--- src/rtl/keypad_pkg.sv ---
// rtl/keypad_pkg.sv - shared types, constants and row decode for the 3x3 keypad scanner
package keypad_pkg;

  typedef enum logic [1:0] {SCAN, CONFIRM, REPORT, HELD} state_e;

  localparam int         NUM_ROWS = 3;
  localparam int         NUM_COLS = 3;
  localparam logic [3:0] KEY_NONE = 4'hF;

  typedef struct packed {
    logic       ghost;
    logic       any;
    logic [1:0] idx;
  } row_dec_t;

  // low is active-high here: a set bit means that row was pulled low.
  function automatic row_dec_t row_onehot_to_idx(input logic [NUM_ROWS-1:0] low);
    row_dec_t d;
    d = '0;
    for (int i = 0; i < NUM_ROWS; i++) begin
      if (low[i]) begin
        if (d.any) begin
          d.ghost = 1'b1;
        end else begin
          d.any = 1'b1;
          d.idx = 2'(i);
        end
      end
    end
    return d;
  endfunction

  function automatic logic [NUM_COLS-1:0] col_strobe(input logic [1:0] idx);
    logic [NUM_COLS-1:0] s;
    case (idx)
      2'd0:    s = 3'b110;
      2'd1:    s = 3'b101;
      default: s = 3'b011;
    endcase
    return s;
  endfunction

  function automatic logic [1:0] next_col(input logic [1:0] idx);
    return (idx == 2'd2) ? 2'd0 : idx + 2'd1;
  endfunction

endpackage

--- src/rtl/scan_tick_gen.sv ---
// rtl/scan_tick_gen.sv - prescaler producing a one-cycle scan tick every TICK_DIV clocks
module scan_tick_gen #(
  parameter int TICK_DIV = 50000
) (
  input  logic clk,
  input  logic reset,
  output logic tick
);

  localparam int CW = (TICK_DIV > 1) ? $clog2(TICK_DIV) : 1;

  logic [CW-1:0] cnt_q;

  assign tick = (cnt_q == CW'(TICK_DIV - 1));

  always_ff @(posedge clk or posedge reset) begin
    if (reset) begin
      cnt_q <= '0;
    end else if (tick) begin
      cnt_q <= '0;
    end else begin
      cnt_q <= cnt_q + CW'(1);
    end
  end

endmodule

--- src/rtl/keypad_scan_sequencer.sv ---
// rtl/keypad_scan_sequencer.sv - column-strobe scan FSM with press/release debounce and valid/ack key events
// Optional build macro KEYPAD_AUTOREPEAT_EN: re-report a held key every REPEAT_SCANS ticks.
module keypad_scan_sequencer
  import keypad_pkg::*;
#(
  parameter int TICK_DIV       = 50000,
  parameter int DEBOUNCE_SCANS = 4,
  parameter int REPEAT_SCANS   = 250
) (
  input  logic       clk,
  input  logic       reset,
  input  logic [2:0] row,
  output logic [2:0] column,
  output logic [3:0] key,
  output logic       key_valid,
  input  logic       key_ack,
  output logic       key_held
);

  if (TICK_DIV < 4 || DEBOUNCE_SCANS < 1 || DEBOUNCE_SCANS > 15 || REPEAT_SCANS < 1) begin : g_bad_cfg
    $error("keypad_scan_sequencer: parameter out of range");
  end

  localparam logic [3:0] DEB = 4'(DEBOUNCE_SCANS);

  logic       tick;
  logic [2:0] row_s1_q, row_s2_q;

  scan_tick_gen #(.TICK_DIV(TICK_DIV)) u_tick (
    .clk   (clk),
    .reset (reset),
    .tick  (tick)
  );

  always_ff @(posedge clk or posedge reset) begin
    if (reset) begin
      row_s1_q <= 3'b111;
      row_s2_q <= 3'b111;
    end else begin
      row_s1_q <= row;
      row_s2_q <= row_s1_q;
    end
  end

  row_dec_t dec;
  logic     row_single;
  logic     cand_row_low;

  state_e     state_q;
  logic [1:0] col_idx_q;
  logic [3:0] cand_q;
  logic [3:0] deb_cnt_q;
  logic [3:0] rel_cnt_q;
  logic [3:0] key_q;
  logic       key_valid_q;
  logic       key_held_q;
  logic [2:0] column_q;

`ifdef KEYPAD_AUTOREPEAT_EN
  localparam int            RW  = $clog2(REPEAT_SCANS + 1);
  localparam logic [RW-1:0] REP = RW'(REPEAT_SCANS);
  logic [RW-1:0] rep_cnt_q;
`endif

  assign dec          = row_onehot_to_idx(~row_s2_q);
  assign row_single   = dec.any && !dec.ghost;
  assign cand_row_low = ~row_s2_q[cand_q[3:2]];

  always_ff @(posedge clk or posedge reset) begin
    if (reset) begin
      state_q     <= SCAN;
      col_idx_q   <= 2'd0;
      cand_q      <= 4'd0;
      deb_cnt_q   <= 4'd0;
      rel_cnt_q   <= 4'd0;
      key_q       <= KEY_NONE;
      key_valid_q <= 1'b0;
      key_held_q  <= 1'b0;
      column_q    <= 3'b111;
`ifdef KEYPAD_AUTOREPEAT_EN
      rep_cnt_q   <= '0;
`endif
    end else begin
      // col_idx only moves on a tick, so the strobe lags it by exactly one cycle.
      column_q <= col_strobe(col_idx_q);
      case (state_q)
        SCAN: if (tick) begin
          if (row_single) begin
            cand_q    <= {dec.idx, col_idx_q};
            deb_cnt_q <= 4'd1;
            if (DEB == 4'd1) begin
              state_q     <= REPORT;
              key_q       <= {dec.idx, col_idx_q};
              key_valid_q <= 1'b1;
              key_held_q  <= 1'b1;
            end else begin
              state_q <= CONFIRM;
            end
          end else begin
            col_idx_q <= next_col(col_idx_q);
          end
        end
        CONFIRM: if (tick) begin
          if (row_single && dec.idx == cand_q[3:2]) begin
            deb_cnt_q <= deb_cnt_q + 4'd1;
            if (deb_cnt_q + 4'd1 == DEB) begin
              state_q     <= REPORT;
              key_q       <= cand_q;
              key_valid_q <= 1'b1;
              key_held_q  <= 1'b1;
            end
          end else begin
            state_q   <= SCAN;
            col_idx_q <= next_col(col_idx_q);
          end
        end
        REPORT: if (key_ack && key_valid_q) begin
          key_valid_q <= 1'b0;
          rel_cnt_q   <= 4'd0;
          state_q     <= HELD;
        end
        HELD: if (tick) begin
          if (!cand_row_low) begin
            if (rel_cnt_q + 4'd1 == DEB) begin
              key_q      <= KEY_NONE;
              key_held_q <= 1'b0;
              rel_cnt_q  <= 4'd0;
              state_q    <= SCAN;
              col_idx_q  <= next_col(col_idx_q);
`ifdef KEYPAD_AUTOREPEAT_EN
              rep_cnt_q  <= '0;
`endif
            end else begin
              rel_cnt_q <= rel_cnt_q + 4'd1;
            end
          end else begin
            rel_cnt_q <= 4'd0;
`ifdef KEYPAD_AUTOREPEAT_EN
            if (rep_cnt_q + RW'(1) == REP) begin
              rep_cnt_q   <= '0;
              key_valid_q <= 1'b1;
              state_q     <= REPORT;
            end else begin
              rep_cnt_q <= rep_cnt_q + RW'(1);
            end
`endif
          end
        end
        default: state_q <= SCAN;
      endcase
    end
  end

  assign column    = column_q;
  assign key       = key_q;
  assign key_valid = key_valid_q;
  assign key_held  = key_held_q;

endmodule

--- config.mk ---
export PLATFORM = sky130hd
export DESIGN_NAME = keypad_scan_sequencer
export DESIGN_NICKNAME = d
export VERILOG_FILES = /design/src/rtl/keypad_pkg.sv /design/src/rtl/scan_tick_gen.sv /design/src/rtl/keypad_scan_sequencer.sv
export SDC_FILE = /design/constraint.sdc
export NUM_CORES = 1
export LEC_CHECK = 0
export ABC_AREA = 1
export BUFFER_PORTS_ARGS = -buffer_cell sky130_fd_sc_hd__buf_4
export CORE_MARGIN = 4
export CORE_UTILIZATION = 55
export CTS_CLUSTER_DIAMETER = 200
export CTS_CLUSTER_SIZE = 20
export DETAILED_ROUTE_END_ITERATION = 6
export PLACE_DENSITY_LB_ADDON = 0.12
export SYNTH_ARGS = -nofsm -noshare
export SYNTH_HDL_FRONTEND = slang
export SYNTH_SLANG_ARGS = --single-unit
--- constraint.sdc ---
create_clock -name clk -period 3.9 [get_ports clk]
set_input_delay 0.195 -clock clk [delete_from_list [all_inputs] [get_ports clk]]
set_output_delay 0.195 -clock clk [all_outputs]
set_load 0.01 [all_outputs]
==> metrics <==
outcome finished, final reports clean; Worst Clk Skew 0.00907 ns; WL met2 between 2 and 2.5 mm; first-pass GRT wire length 7.75 mm; Clock power frac 0.376; Max Slew Vio Count 0; total power density per cell area 307 nW/um^2; Pint 0.634 mW; critical path's most frequent cell nand2_1; P_leak 1.34 nW; commonest non-fill, non-tap cell in the layout nand2_1; Slew headroom 0.386; Synth Area per Inst 8.60 um^2; Mapped Cells 281; 1st-iter DRT viols 88; Syn. warnings 0; post-DP HPWL 3.28 mm; CTS root buf clkbuf_8; Remaining Overflow, GRT 0; Clock Path Buffers 2; H-tree depth 2; Clk Latency, worst-skew pair 0.31 ns; DRT Pass-1 Iters 4; wire length per cell 12.2 um; detail-routed via count per cell 5.04; vias in the first global route 1722; fin crit share 0.433; Max Freq about 590 MHz; cell chain of the critical path ha_1 > nand2_1 > nand2_1 > nor2_1 > nand2_1 > nand2_1 > nand3_4 > nor2_4 > nand2_2 > nand2_1 > nand2_1; most frequent cells in the layout nand2_1 (75), dfrtp_1 (34), inv_1 (29); Max IR drop VDD 0.000267 V; DR top layer met4; Final TNS setup 0 ns; worst min path class primary input to asynchronous set/reset pin; DR vias between 1.5k and 2k; Final #Nets between 300 and 400; die extent in x between 70 and 80 um; Synth Cell Area 2420 um^2; Fin. Hold Viols 0; initial core utilization 0.587; syn nets 292; CP Class flop to flop; CP bufs+invs 0; maximum fanout along the worst path 5; Crit-path slowest cell dfrtp_1; Synth Register Bits 47; critical path capture point type flop; post-CTS setup buffers 0; initial antenna violation count 0; GR Util All Layers 0.183; Sw Pwr 0.197 mW; largest net degree at the start of global routing 48; CTS sink count 47; die height 74.3 um; # IOs 15; Clock transition at path regs 0.09 ns; CP max stage delay 0.45 ns; Worst path top cell family by delay simple AND/OR/NAND/NOR gates; area grow syn2layout 12.1%; ANT cells 0; met3 routed WL between 150 and 200 um; max-capacitance violation count 0; setup violators final 0; number of buffers inserted by port buffering 14; slew at the pin closest to its max-slew limit 0.920 ns; Seq/Total Area, Yosys 0.493; CP Data Required Time 4.10 ns; synth unique cells 33; die footprint approximately 5500 um^2; Filler cells roughly 360; TritonCTS Buffers 5; CP Launch Type flop; crit path DAT 1.89 ns; Final GP Congestion 0.804; area occupied by multi-input gates about 1100 um^2; Logic pwr share 0.029; CTS tree built; # DRC 0; Met1 Wirelength 2.06 mm; row count 23; DRT Wirelength 4.34 mm; register area 1190 um^2; sequential share of power 0.596; unrepaired setup endpoints after global routing no; Final min period about 1.7 ns; Util after Layout 0.659; Sw Share 0.237; core area 4120 um^2; number of antenna-violating nets in the routed design 0; layout cells sized above 1 0.229
-- final timing paths --
path                                           from                    endpoint  slack, ns  depth (start not counted)
setup / recovery           rel_cnt_q[0]$_DFFE_PP0P_        key_held$_DFFE_PP0P_       2.21                         11
hold / removal                                reset   u_tick.cnt_q[1]$_DFF_PP0_        0.1                          2
setup reg to reg           rel_cnt_q[0]$_DFFE_PP0P_        key_held$_DFFE_PP0P_       2.21                         11
hold reg to reg               row_s1_q[0]$_DFF_PP1_       row_s2_q[0]$_DFF_PP1_       0.36                          0
max in group asynchronous                     reset  asynchronous set/reset pin       3.23                          2
min in group clk                            key_ack       key_valid$_DFFE_PP0P_       0.14                          4
-- routing by layer --
layer  vias up  track usage
met5         -            0
met4         0       0.0573
met3         5       0.0419
met2        34        0.288
met1       817        0.255
li1        937            -
-- cells in the mapped netlist (all sizes together) --
master | count | area, um^2
o21ai | 13 | 65.1
xor2 | 11 | 96.3
nand2 | 82 | 330
a21oi | 4 | 20.0
nand3 | 26 | 163
a31oi | 1 | 6.26
inv | 38 | 143
a21boi | 1 | 18.8
nor4 | 1 | 6.26
nand3b | 3 | 35.0
or2 | 2 | 12.5
dfstp | 13 | 342
ha | 5 | 62.6
o211ai | 1 | 7.51
o22ai | 1 | 6.26
nor2 | 32 | 163
nor3 | 4 | 25.0
dfrtp | 34 | 851
o21a | 1 | 7.51
nand4 | 5 | 31.3
nor3b | 1 | 7.51
mux2i | 1 | 10.0
xnor2 | 1 | 8.76
-- cells by family (layout without fill, tap and decap cells) --
family                   count (synthesis)  in the layout  synth area share
AO/OA/AOI/OAI                           22             22            0.0544
AND/OR/NAND/NOR                        156            156             0.320
buffers and inverters                   38             63            0.0590
flip-flops                              47             47             0.493
adder cells (fa/ha/maj)                  5              5            0.0259
multiplexers                             1              1           0.00414
XOR/XNOR                                12             12            0.0435
-- per-stage QoR --
stage          total power [mW]  cells  area (um^2)  setup WS, ns  hold WS (ns)
2_1_floorplan             0.518    281         2420          2.39         0.199
3_3_place_gp              0.526    345         2580          2.25         0.303
3_5_place_dp              0.527    345         2580          2.20         0.304
4_1_cts                   0.842    356         2710          2.18         0.130
5_1_grt                   0.865    356         2710          2.02         0.170
6_report                  0.831    356         2710          2.21        0.0953
-- registers in the layout, summed over array words and instances, names as in the netlist, named ones only --
register      flops
rel_cnt_q         4
deb_cnt_q         4
u_tick.cnt_q     16
row_s2_q          3
state_q           1
column            3
key               4
key_held          1
col_idx_q         2
key_valid         1
row_s1_q          3
cand_q            4
-- repair_timing --
action	4_1_cts	5_1_grt
resized for setup	0	0
hold endpoints to repair	3	0
hold buffers	3	0
-- final cells by class --
class / count / share of cell area
clock inverters: 3 / 0.00970
well taps: 50 / 0.0231
inverters: 38 / 0.0526
flip-flops and latches: 47 / 0.440
repair buffers: 17 / 0.0499
clock buffers: 5 / 0.0254
multi-input cells: 196 / 0.399
-- power by group through the flow --
| stage | Combinational (mW) | Clock, mW | Sequential [mW] |
|---|---|---|---|
| global placement | 0.0219 | 0 | 0.504 |
| detailed placement | 0.0223 | 0 | 0.504 |
| global route | 0.0281 | 0.341 | 0.496 |
| finish | 0.0238 | 0.312 | 0.495 |
| floorplan | 0.0144 | 0 | 0.504 |
| CTS | 0.0246 | 0.322 | 0.495 |
No activity file was read; power rests on OpenSTA's default activity.
